**src/rtl/rvlab_clkmgr_pkg.sv**
```systemverilog
// Shared types and helpers for the rvlab clock-enable / reset sequencer.
package rvlab_clkmgr_pkg;

  typedef enum logic [1:0] {
    WAIT_LOCK = 2'd0,
    STABLE    = 2'd1,
    RELEASE   = 2'd2,
    RUN       = 2'd3
  } clkmgr_state_e;

  // One counter serves both the lock debounce and the release stagger.
  function automatic int clkmgr_cnt_w(input int stable_cycles, input int stagger);
    int m;
    m = (stable_cycles > stagger) ? stable_cycles : stagger;
    return (m > 1) ? $clog2(m) : 1;
  endfunction

endpackage

```
**src/rtl/rvlab_clken_div.sv**
```systemverilog
// Per-channel programmable clock-enable divider: one-cycle strobe every D+1 cycles while running.
module rvlab_clken_div
  import rvlab_clkmgr_pkg::*;
#(
  parameter int DIV_W = 8
) (
  input  logic             clk_i,
  input  logic             rst_ni,
  input  logic             run_i,
  input  logic [DIV_W-1:0] div_i,
  output logic             clken_o
);

  logic [DIV_W-1:0] cnt_q;
  logic [DIV_W-1:0] div_q;
  logic             clken_q;

  // The divisor is only sampled at wrap or while idle, so periods are never truncated.
  always_ff @(posedge clk_i or negedge rst_ni) begin
    if (!rst_ni) begin
      cnt_q   <= '0;
      div_q   <= '0;
      clken_q <= 1'b0;
    end else if (!run_i) begin
      cnt_q   <= '0;
      div_q   <= div_i;
      clken_q <= 1'b0;
    end else if (cnt_q == div_q) begin
      cnt_q   <= '0;
      div_q   <= div_i;
      clken_q <= 1'b1;
    end else begin
      cnt_q   <= cnt_q + 1'b1;
      clken_q <= 1'b0;
    end
  end

  assign clken_o = clken_q;

endmodule

```
**src/rtl/rvlab_clken_mgr.sv**
```systemverilog
// MMCM lock qualifier, staggered per-domain reset release and divided clock-enable strobes.
// Optional lock-loss event counter is built when RVLAB_CLKMGR_LOSS_CNT_EN is defined.
//   state     | meaning
//   WAIT_LOCK | all domains in reset, waiting for synced lock
//   STABLE    | lock seen, debouncing for LOCK_STABLE_CYCLES
//   RELEASE   | releasing one channel every RST_STAGGER cycles
//   RUN       | all channels released, ready_o high
module rvlab_clken_mgr
  import rvlab_clkmgr_pkg::*;
#(
  parameter int NUM_CH             = 2,
  parameter int DIV_W              = 8,
  parameter int LOCK_STABLE_CYCLES = 1024,
  parameter int RST_STAGGER        = 16,
  parameter int LOSS_CNT_W         = 8
) (
  input  logic                    clk_i,
  input  logic                    rst_ni,
  input  logic                    locked_i,
  input  logic [NUM_CH-1:0]       ch_en_i,
  input  logic [NUM_CH*DIV_W-1:0] div_i,
  output logic [NUM_CH-1:0]       clken_o,
  output logic [NUM_CH-1:0]       rst_no,
  output logic                    ready_o,
  output logic [LOSS_CNT_W-1:0]   lock_loss_cnt_o
);

  localparam int CNT_W = clkmgr_cnt_w(LOCK_STABLE_CYCLES, RST_STAGGER);
  localparam int IDX_W = (NUM_CH > 1) ? $clog2(NUM_CH) : 1;
  localparam logic [CNT_W-1:0] STABLE_LAST  = CNT_W'(LOCK_STABLE_CYCLES - 1);
  localparam logic [CNT_W-1:0] STAGGER_LAST = CNT_W'(RST_STAGGER - 1);
  localparam logic [IDX_W-1:0] IDX_LAST     = IDX_W'(NUM_CH - 1);

  logic              sync1_q;
  logic              locked_s;
  clkmgr_state_e     state_q;
  logic [CNT_W-1:0]  cnt_q;
  logic [IDX_W-1:0]  idx_q;
  logic [NUM_CH-1:0] rst_n_q;
  logic              ready_q;
  logic              lock_lost;

  always_ff @(posedge clk_i or negedge rst_ni) begin
    if (!rst_ni) begin
      sync1_q  <= 1'b0;
      locked_s <= 1'b0;
    end else begin
      sync1_q  <= locked_i;
      locked_s <= sync1_q;
    end
  end

  assign lock_lost = !locked_s && (state_q == RELEASE || state_q == RUN);

  always_ff @(posedge clk_i or negedge rst_ni) begin
    if (!rst_ni) begin
      state_q <= WAIT_LOCK;
      cnt_q   <= '0;
      idx_q   <= '0;
      rst_n_q <= '0;
      ready_q <= 1'b0;
    end else if (lock_lost) begin
      state_q <= WAIT_LOCK;
      cnt_q   <= '0;
      idx_q   <= '0;
      rst_n_q <= '0;
      ready_q <= 1'b0;
    end else begin
      unique case (state_q)
        WAIT_LOCK: begin
          cnt_q <= '0;
          if (locked_s) state_q <= STABLE;
        end
        STABLE: begin
          if (!locked_s) begin
            state_q <= WAIT_LOCK;
            cnt_q   <= '0;
          end else if (cnt_q == STABLE_LAST) begin
            state_q <= RELEASE;
            cnt_q   <= '0;
            idx_q   <= '0;
          end else begin
            cnt_q <= cnt_q + 1'b1;
          end
        end
        RELEASE: begin
          if (cnt_q == STAGGER_LAST) begin
            rst_n_q[idx_q] <= 1'b1;
            cnt_q          <= '0;
            if (idx_q == IDX_LAST) begin
              state_q <= RUN;
              ready_q <= 1'b1;
            end else begin
              idx_q <= idx_q + 1'b1;
            end
          end else begin
            cnt_q <= cnt_q + 1'b1;
          end
        end
        RUN: begin
          cnt_q <= '0;
        end
        default: state_q <= WAIT_LOCK;
      endcase
    end
  end

`ifdef RVLAB_CLKMGR_LOSS_CNT_EN
  logic [LOSS_CNT_W-1:0] loss_cnt_q;

  always_ff @(posedge clk_i or negedge rst_ni) begin
    if (!rst_ni) begin
      loss_cnt_q <= '0;
    end else if (lock_lost && (loss_cnt_q != {LOSS_CNT_W{1'b1}})) begin
      loss_cnt_q <= loss_cnt_q + 1'b1;
    end
  end

  assign lock_loss_cnt_o = loss_cnt_q;
`else
  assign lock_loss_cnt_o = '0;
`endif

  // locked_s gates the dividers so strobes stop on the same edge that collapses the resets.
  for (genvar k = 0; k < NUM_CH; k++) begin : g_ch
    rvlab_clken_div #(
      .DIV_W(DIV_W)
    ) u_div (
      .clk_i  (clk_i),
      .rst_ni (rst_ni),
      .run_i  (rst_n_q[k] & ch_en_i[k] & locked_s),
      .div_i  (div_i[k*DIV_W +: DIV_W]),
      .clken_o(clken_o[k])
    );
  end

  assign rst_no  = rst_n_q;
  assign ready_o = ready_q;

endmodule

```
**config.mk**
```make
export PLATFORM = sky130hd
export DESIGN_NAME = rvlab_clken_mgr
export DESIGN_NICKNAME = d
export VERILOG_FILES = /design/src/rtl/rvlab_clkmgr_pkg.sv /design/src/rtl/rvlab_clken_div.sv /design/src/rtl/rvlab_clken_mgr.sv
export SDC_FILE = /design/constraint.sdc
export NUM_CORES = 1
export LEC_CHECK = 0
export ABC_AREA = 0
export CORE_ASPECT_RATIO = 1.2
export CORE_MARGIN = 2
export CORE_UTILIZATION = 55
export DETAILED_ROUTE_END_ITERATION = 8
export GPL_ROUTABILITY_DRIVEN = 0
export MAX_ROUTING_LAYER = met4
export PLACE_DENSITY_LB_ADDON = 0.05
export SETUP_SLACK_MARGIN = 0.15
export SLEW_MARGIN = 20
export SYNTH_ARGS = -nofsm -noshare
export SYNTH_HDL_FRONTEND = slang
export SYNTH_HIERARCHICAL = 1
export SYNTH_SLANG_ARGS = --single-unit
```
**constraint.sdc**
```tcl
create_clock -name clk_i -period 5.1 [get_ports clk_i]
set_input_delay 1.02 -clock clk_i [delete_from_list [all_inputs] [get_ports clk_i]]
set_output_delay 1.02 -clock clk_i [all_outputs]
set_load 0.05 [all_outputs]
```
# --- Word level (Yosys, flattened, before mapping) ---
# Index checks and enable logic that the tools add are counted.
op_classes:
  n_reduce_logical: 15
  order_cmp: 2
  n_addsub: 4
  muxes: 39
  bitwise: 5
  eq_ne: 15
ops:
  columns: ["op", "count"]
  rows:
  - ["$mux 8", 8]
  - ["$mux 10", 4]
  - ["$pmux 10 s3", 1]
  - ["$mux 2", 9]
  - ["$add 8x1->8 const B", 2]
  - ["$eq 8x8->1", 2]
  - ["$mux 1", 14]
  - ["$ne 3x3->1 const B", 4]
  - ["$add 10x1->10 const B", 1]
  - ["$eq 10x10->1 const B", 1]
  - ["$eq 10x4->1 const B", 1]
  - ["$pmux 2 s3", 1]
  - ["$reduce_bool 2->1", 3]
  - ["$reduce_and 5->1", 1]
  - ["$and 1x1->1", 4]
  - ["$eq 2x2->1 const B", 2]
  - ["$ne 2x2->1 const B", 2]
  - ["$ne 4x4->1 const B", 1]
  - ["$reduce_and 4->1", 1]
  - ["$reduce_bool 4->1", 1]
  - ["$ne 3x2->1 const B", 1]
  - ["$reduce_and 3->1", 1]
  - ["$reduce_bool 3->1", 1]
  - ["$eq 2x1->1 const B", 1]
  - ["other kinds (12)", 13]
totals:
  word_cells: 93
  reg_bits: 52
  input_bits: 21

# --- Depth between registers and ports, before layout ---
# Gate-level depths: netlist of run 1.
depth:
  ltp_word: 8
  depth_mapped: 7
  mapped_depth_nobuf: 6

# --- Modules after synthesis ---
# The synthesis of run 1 kept the hierarchy.
by_module_without_submodules:
  columns: ["mod", "area_per_inst_um2", "n_inst", "cells_per_inst"]
  rows:
  - ["rvlab_clken_div", 798.3, 2, 64]
  - ["rvlab_clken_mgr", 1081.0, 1, 113]

# --- Least setup slack after synthesis of run 1 ---
# Ideal clock, no wire load.
synth_timing:
  path_type: "input to register"
  startpoint: "input ch_en_i[0]"
  endpoint: "register g_ch[0].u_div.div_q[5]"
  stages: 4
  required_time_ps: 4975
  t_arrival_ps: 1799
  setup_ps: 125
  path_slack_ps: 3176
  cell_sequence: "and3_1 -> o41ai_4 -> buf_6 -> mux2_4"
synth_via:
  elab_chain_len: 3
synth_rtl:
  columns: ["element", "line_no", "text"]
  rows:
  - ["from (decl)", "rvlab_clken_mgr.sv:20", "input logic [NUM_CH-1:0] ch_en_i,"]
  - ["$and 1x1->1 * (2 in a row)", "rvlab_clken_mgr.sv:131", ".run_i (rst_n_q[k] & ch_en_i[k] & locked_s),"]
  - ["$ne 2x2->1 (no source line) / $mux 8 (equally long branches)", null, null]
  - ["to (signal assigned)", "rvlab_clken_div.sv:26", "div_q <= div_i;"]
  - ["to (signal assigned)", "rvlab_clken_div.sv:30", "div_q <= div_i;"]
  - ["to (decl)", "rvlab_clken_div.sv:15", "logic [DIV_W-1:0] div_q;"]
# Mark *: on every way between the ends. The rest lies on a longest branch, timed or not.
# A chain may end at the register's enable or synchronous reset.

# --- Final worst setup path of run 1 ---
layout_timing:
  startpoint: "register rst_n_q[1] (netlist: rst_no[1])"
  endpoint: "output rst_no[1]"
layout_lines:
  columns: ["element", "line_no", "text"]
  rows:
  - ["from (decl)", "rvlab_clken_mgr.sv:39", "logic [NUM_CH-1:0] rst_n_q;"]
  - ["from (signal assigned)", "rvlab_clken_mgr.sv:60", "rst_n_q <= '0;"]
  - ["from (signal assigned)", "rvlab_clken_mgr.sv:66", "rst_n_q <= '0;"]
  - ["from (signal, indexed assignment)", "rvlab_clken_mgr.sv:88", "rst_n_q[idx_q] <= 1'b1;"]
  - ["to (decl)", "rvlab_clken_mgr.sv:23", "output logic [NUM_CH-1:0] rst_no,"]
# No word-level cell between the ends.

==> impl_metrics.json, run 1 <==
{
  "status": "complete, no violations",
  "vdd_drop_max_uv": 189.8,
  "swShare_pct": 26.46,
  "hold_viol": 0,
  "antenna_found_initial": 0,
  "drt-initial-drc-count": 86,
  "rows": 27,
  "setup_tns_ns": 0,
  "synth_cell_types": 41,
  "critical_path.cell_chain": "clkdlybuf4s50_1",
  "critPathLaunchType": "register",
  "crit_fanout": 4,
  "tightest_slew_ns": 1.029,
  "clockBufferDepth": 2,
  "maxSlewViolCount": 0,
  "clkTransAtPathRegs_ns": 0.09,
  "wl_um": 4587,
  "met2_usage_pct": 30.98,
  "slowest_delay_ns": 0.82,
  "dpl_cell_area_mm2": 0.002925,
  "area_delta_synth_final_pct": 12.15,
  "p_leak_nw": 1.278,
  "post-route-period-util_pct": 49.95,
  "ios": 34,
  "place_hpwl_um": 3265,
  "grt_pass1_vias": 1709,
  "r2r_start": "g_ch[0].u_div/div_q[7]",
  "p_int_mw": 0.5837,
  "combinationalPowerShare_pct": 17.3,
  "clkLatencyLatePin_ns": 0.29,
  "post_cts_buffers": 0,
  "cp.depth": 1,
  "path_buf_inv": 1,
  "cts_tree": "done",
  "clkPwrFrac_pct": 27.0,
  "async_flop_share_pct": 100.0,
  "instances_no_fill": 326,
  "met3_usage_pct": 3.922,
  "power_mw": 0.7936,
  "start_util_pct": 57.85,
  "root_buffer": "clkbuf_8",
  "grt_max_degree": 53,
  "path_delay_family": "buffers and inverters",
  "final_layout_size_suffix_gt1_share_pct": 12.69,
  "rr_worst_depth": 4,
  "crit_required_ns": 4.08,
  "synth_warnings": 6,
  "post_cts_resized": 0,
  "cts-hold-fix-buffers": 0,
  "drtAntennaViolNets": 0,
  "nFillCells": 402,
  "p_switching_mw": 0.2100,
  "end_kind": "output pin",
  "synthFlopType": "dfrtp_1",
  "ys_seq_area_share_pct": 48.60,
  "track_usage_pct": 19.34,
  "cpMaxStageDelayCell": "clkdlybuf4s50_1",
  "fmax_mhz": 392.6,
  "grt_setup_unrepaired": "false",
  "core_mm2": 0.004628,
  "synth_edf_count": 0,
  "cts.sinks": 52,
  "hp-class": "reg2reg",
  "max_slew_margin_pct": 31.16,
  "syn_inst": 241,
  "holdPathStages": 0,
  "io_buffers": 25,
  "first_pass_iters": 4,
  "max_cap_violations": 0,
  "finalInstanceArea_mm2": 0.003003,
  "route.detailed.drc": 0,
  "die_area_mm2": 0.005445,
  "syn_avg_cell_area_um2": 11.11,
  "grt.busiest_layer": "met2",
  "min_period_ns": 2.547,
  "sequentialPowerShare_pct": 55.7,
  "cts-buffers-inserted": 5,
  "setup_viol": 0,
  "critPathLaunch": "rst_no[1]",
  "min-delay-start": "sync1_q",
  "dp.cells": 319,
  "mappedNetlistArea_mm2": 0.002678,
  "ys_ff_latch": 52,
  "finish.utilization_pct": 64.88,
  "crit_arrival_ns": 1.53,
  "powerDensity_mw_per_mm2": 264.3,
  "insertedDiodeCount": 0,
  "vias_per_cell": 5.322,
  "grt_overflow_total": 0,
  "critPathKind": "reg2out",
  "via_count": 1735,
  "grt_pass1_wl_um": 7728,
  "use_met1_pct": 24.31,
  "nNetsFinal": 297,
  "dieWidth_um": 67.70,
  "htree_levels": 2,
  "die_h_um": 80.43,
  "skew_ns": 0.009065,
  "routedWlPerCell_um": 14.07
}
==> power by group through the flow <==
stage | Combinational [mW] | Sequential, mW | Clock, mW
floorplan | 0.107 | 0.446 | 0
global placement | 0.136 | 0.450 | 0
detailed placement | 0.138 | 0.450 | 0
CTS | 0.138 | 0.442 | 0.225
global route | 0.152 | 0.445 | 0.241
finish | 0.137 | 0.442 | 0.214
==> stage by stage <==
stage / setup WS [ns] / hold slack (ns)
6_report: 2.553 / 0.3569
5_1_grt: 2.492 / 0.3655
4_1_cts: 2.523 / 0.3587
3_5_place_dp: 2.677 / 0.3373
3_3_place_gp: 2.693 / 0.3326
2_1_floorplan: 3.176 / 0.3312
==> synth_stat cells, types with 3 or more instances <==
master	count	area, um2
a21oi_1	3	15.01
a31oi_1	3	18.77
and2_1	4	25.02
and3_1	6	37.54
buf_4	8	60.06
buf_6	3	33.78
dfrtp_1	52	1301
ha_1	8	100.1
inv_1	8	30.03
mux2_2	12	135.1
mux2_4	4	60.06
nand2_1	18	67.56
nand3_1	8	40.04
nor2_1	29	108.9
nor3_1	4	20.02
nor4_1	3	18.77
o21ai_0	4	20.02
xnor2_1	27	236.5
xor2_1	9	78.83
==> layout by cell type, fill, tap and decap left out, types with 5 or more instances in the layout <==
cell             synthesis  layout
ha_1                     8       8
clkdlybuf4s50_1          0      24
dfrtp_1                 52      52
clkbuf_8                 0       5
nor2_1                  29      29
conb_1                   1       8
xor2_1                   9       9
inv_1                    8       8
nand3_1                  8       8
nand2_1                 18      18
xnor2_1                 27      27
and3_1                   6       6
mux2_2                  12      12
==> sequential cells by signal, indices dropped and copies added, names as in the netlist, 2 cells and up <==
name and flops:
cnt_q 10, g_ch.u_div/cnt_q 16, state_q 2, rst_no 2, g_ch.u_div/div_q 16, g_ch.u_div/clken_o 2
==> cell type report <==
cell class | count | area (um2) | share of cell area [%]
clock buffer | 6 | 72.57 | 2.417
clock inverter | 1 | 5.005 | 0.1667
inverter | 8 | 30.03 | 1.000
multi-input combinational | 175 | 1269 | 42.25
sequential | 52 | 1301 | 43.33
tap | 58 | 72.57 | 2.417
timing repair buffer | 26 | 252.7 | 8.417
==> kinds of logic after synthesis <==
kind of cell | count (synthesis) | synth area share, %
DFF | 52 | 48.60
other | 1 | 0.1401
buffers and inverters | 21 | 5.000
muxes | 17 | 7.664
AOI/OAI and AO/OA | 21 | 7.290
adders and majority gates | 8 | 3.738
and+or+nand+nor | 85 | 15.79
xor gates and xnor gates | 36 | 11.78
==> final timing paths <==
path                                          end  slack (ns)
setup / recovery                        rst_no[1]        2.55
max in group asynchronous  g_ch[1].u_div/div_q[6]        3.84
hold / removal                           locked_s        0.36
hold reg to reg                          locked_s        0.36
min in group asynchronous  g_ch[0].u_div/div_q[7]        0.82
setup reg to reg           g_ch[0].u_div/div_q[2]        2.86
==> metal layers <==
metal | wire, um | up-vias
met2 | 2331 | 24
met1 | 2061 | 855
met3 | 143 | 4
met4 | 51 | 0
met5 | 0 | -
li1 | - | 852
Power figures use the tool's default switching activity.
==> run 2, diff against run 1 <==
- CORE_UTILIZATION: 55 -> 50
- clock period: 5.1 -> 2.1 ns (I/O delays scaled with it)
==> run 2 against run 1 <==
Effect of this change: flip-flop and latch count stayed put; first-iteration DRC count decreased by 47%; core utilization fell by 3.0 points; die area grew 9.4%; sequential power is 140% higher; clock skew grew 0.0051 ns; hold slack got worse by 0.29 ns; critical path type unchanged; largest cell class unchanged; largest power group unchanged.
==> impl_metrics.json, run 2 (synthesis results as in run 1) <==
{
  "die_h_um": 84.16,
  "sequentialPowerShare_pct": 50.8,
  "final_layout_size_suffix_gt1_share_pct": 20.82,
  "io_buffers": 25,
  "vias_per_cell": 5.141,
  "mostFrequentLayoutCells": "dfrtp_1 (52), nor2_1 (29), xnor2_1 (27), buf_4 (24), clkdlybuf4s50_1 (22)",
  "first_pass_iters": 4,
  "status": "complete, no violations",
  "routedWlPerCell_um": 13.46,
  "layout_commonest_cell": "dfrtp_1",
  "maxSlewViolCount": 0,
  "die_area_mm2": 0.005959,
  "path_buf_inv": 1,
  "via_count": 1825,
  "finalInstanceArea_mm2": 0.003233,
  "powerDensity_mw_per_mm2": 649.3,
  "route.detailed.drc": 0,
  "htree_levels": 2,
  "critical_path.cell_chain": "clkdlybuf4s50_1",
  "clockBufferDepth": 2,
  "max_cap_violations": 0,
  "antenna_found_initial": 0,
  "dpl_cell_area_mm2": 0.003063,
  "nFillCells": 478,
  "core_mm2": 0.005225,
  "path_delay_family": "buffers and inverters",
  "crit_required_ns": 1.68,
  "insertedDiodeCount": 0,
  "swShare_pct": 25.55,
  "slowest_delay_ns": 0.81,
  "root_buffer": "clkbuf_8",
  "end_kind": "output pin",
  "crit_arrival_ns": 1.48,
  "top_regs": "g_ch.u_div/cnt_q: 16 flops, g_ch.u_div/div_q: 16 flops, cnt_q: 10 flops",
  "grt_pass1_wl_um": 8583,
  "p_leak_nw": 1.440,
  "post-route-period-util_pct": 90.54,
  "vdd_drop_max_uv": 391.2,
  "track_usage_pct": 18.86,
  "combinationalPowerShare_pct": 17.1,
  "rows": 29,
  "ios": 34,
  "skew_ns": 0.01420,
  "hold_viol": 0,
  "fmax_mhz": 525.9,
  "cpMaxStageDelayCell": "clkdlybuf4s50_1",
  "critPathLaunchType": "register",
  "start_util_pct": 51.25,
  "critPathKind": "reg2out",
  "crit_fanout": 3,
  "p_int_mw": 1.563,
  "grt_pass1_vias": 1851,
  "hp-class": "in2async",
  "cts-buffers-inserted": 5,
  "min_period_ns": 1.901,
  "worst_hold_slack_ns": 0.06666,
  "grt_max_degree": 33,
  "cts_tree": "done",
  "clkPwrFrac_pct": 32.1,
  "tightest_slew_ns": 0.5107,
  "dieWidth_um": 70.80,
  "clkTransAtPathRegs_ns": 0.10,
  "nNetsFinal": 321,
  "place_hpwl_um": 3536,
  "area_delta_synth_final_pct": 20.75,
  "grt_setup_unrepaired": "true",
  "wl_um": 4779,
  "p_switching_mw": 0.5364,
  "clkLatencyLatePin_ns": 0.31,
  "drt-initial-drc-count": 46,
  "grt_overflow_total": 0,
  "setup_viol": 0,
  "cts.sinks": 52,
  "max_slew_margin_pct": 65.85,
  "drtAntennaViolNets": 0
}
==> run 2: cell count changes in the layout (fill, tap and decap cells not counted) <==
cell             previous run  this run
clkdlybuf4s50_1            24        22
inv_2                       0         1
buf_12                      0         1
bufinv_16                   0         1
o31a_2                      0         1
inv_1                       8         7
o31a_1                      1         0
dlymetal6s2s_1              0         1
buf_4                       1        24
dlygate4sd2_1               0         1
==> run 2: per-layer routing <==
metal	track usage (%)	routed length, um
met2	31.10	2525
met1	22.62	2019
met5	-	0
met4	6.861	72
met3	4.202	162
==> run 2: final timing paths <==
path / slack, ns / to / depth (start not counted) / start
hold / removal: 0.07 / g_ch[0].u_div/div_q[4] / 1 / rst_ni
setup / recovery: 0.20 / ready_o / 1 / ready_o
min in group clk_i: 0.37 / locked_s / 0 / sync1_q
hold reg to reg: 0.37 / locked_s / 0 / sync1_q
setup reg to reg: 0.24 / state_q[1] / 6 / state_q[0]
max in group asynchronous: 1.50 / g_ch[1].u_div/div_q[3] / 2 / rst_ni
==> run 2: power groups by stage <==
stage	clock (mW)	combinational (mW)	sequential [mW]
final	0.673	0.359	1.07
after global routing	0.744	0.403	1.07
after CTS	0.697	0.346	1.07
after detailed placement	0	0.343	1.09
after global placement	0	0.340	1.09
after floorplan	0	0.260	1.08
==> run 2: final cells by class <==
class                      count  area [um2]  share of cell area (%)
clock buffer                   6       72.57                   2.245
clock inverter                 2       35.03                   1.084
inverter                       8       30.03                  0.9288
multi-input combinational    175        1270                   39.28
sequential                    52        1301                   40.25
tap                           62       77.57                   2.399
timing repair buffer          50       446.7                   13.82
==> run 2: stage by stage <==
step	cells	setup WS (ns)	power (mW)	TNS [ns]	utilization (%)
6_report	355	0.1986	2.099	0	61.88
5_1_grt	355	0.1271	2.219	0	61.88
4_1_cts	354	0.1567	2.114	0	61.66
3_5_place_dp	339	-0.06538	1.435	-0.5852	58.62
3_3_place_gp	339	-0.03973	1.431	-0.3645	58.62
2_1_floorplan	248	0.3153	1.343	0	-
==> run 2: repair_timing <==
item                       in CTS  in global routing
buffers inserted                7                  1
pin swaps                       2                  1
setup endpoints to repair      17                 12
gates resized for setup         1                  3
hold buffers                    0                  0
==> run 3, diff against run 2 <==
- SKIP_LAST_GASP: not set -> 1
==> results of run 3 <==
No change in the layout: final DEF, timing and power equal those of run 2.
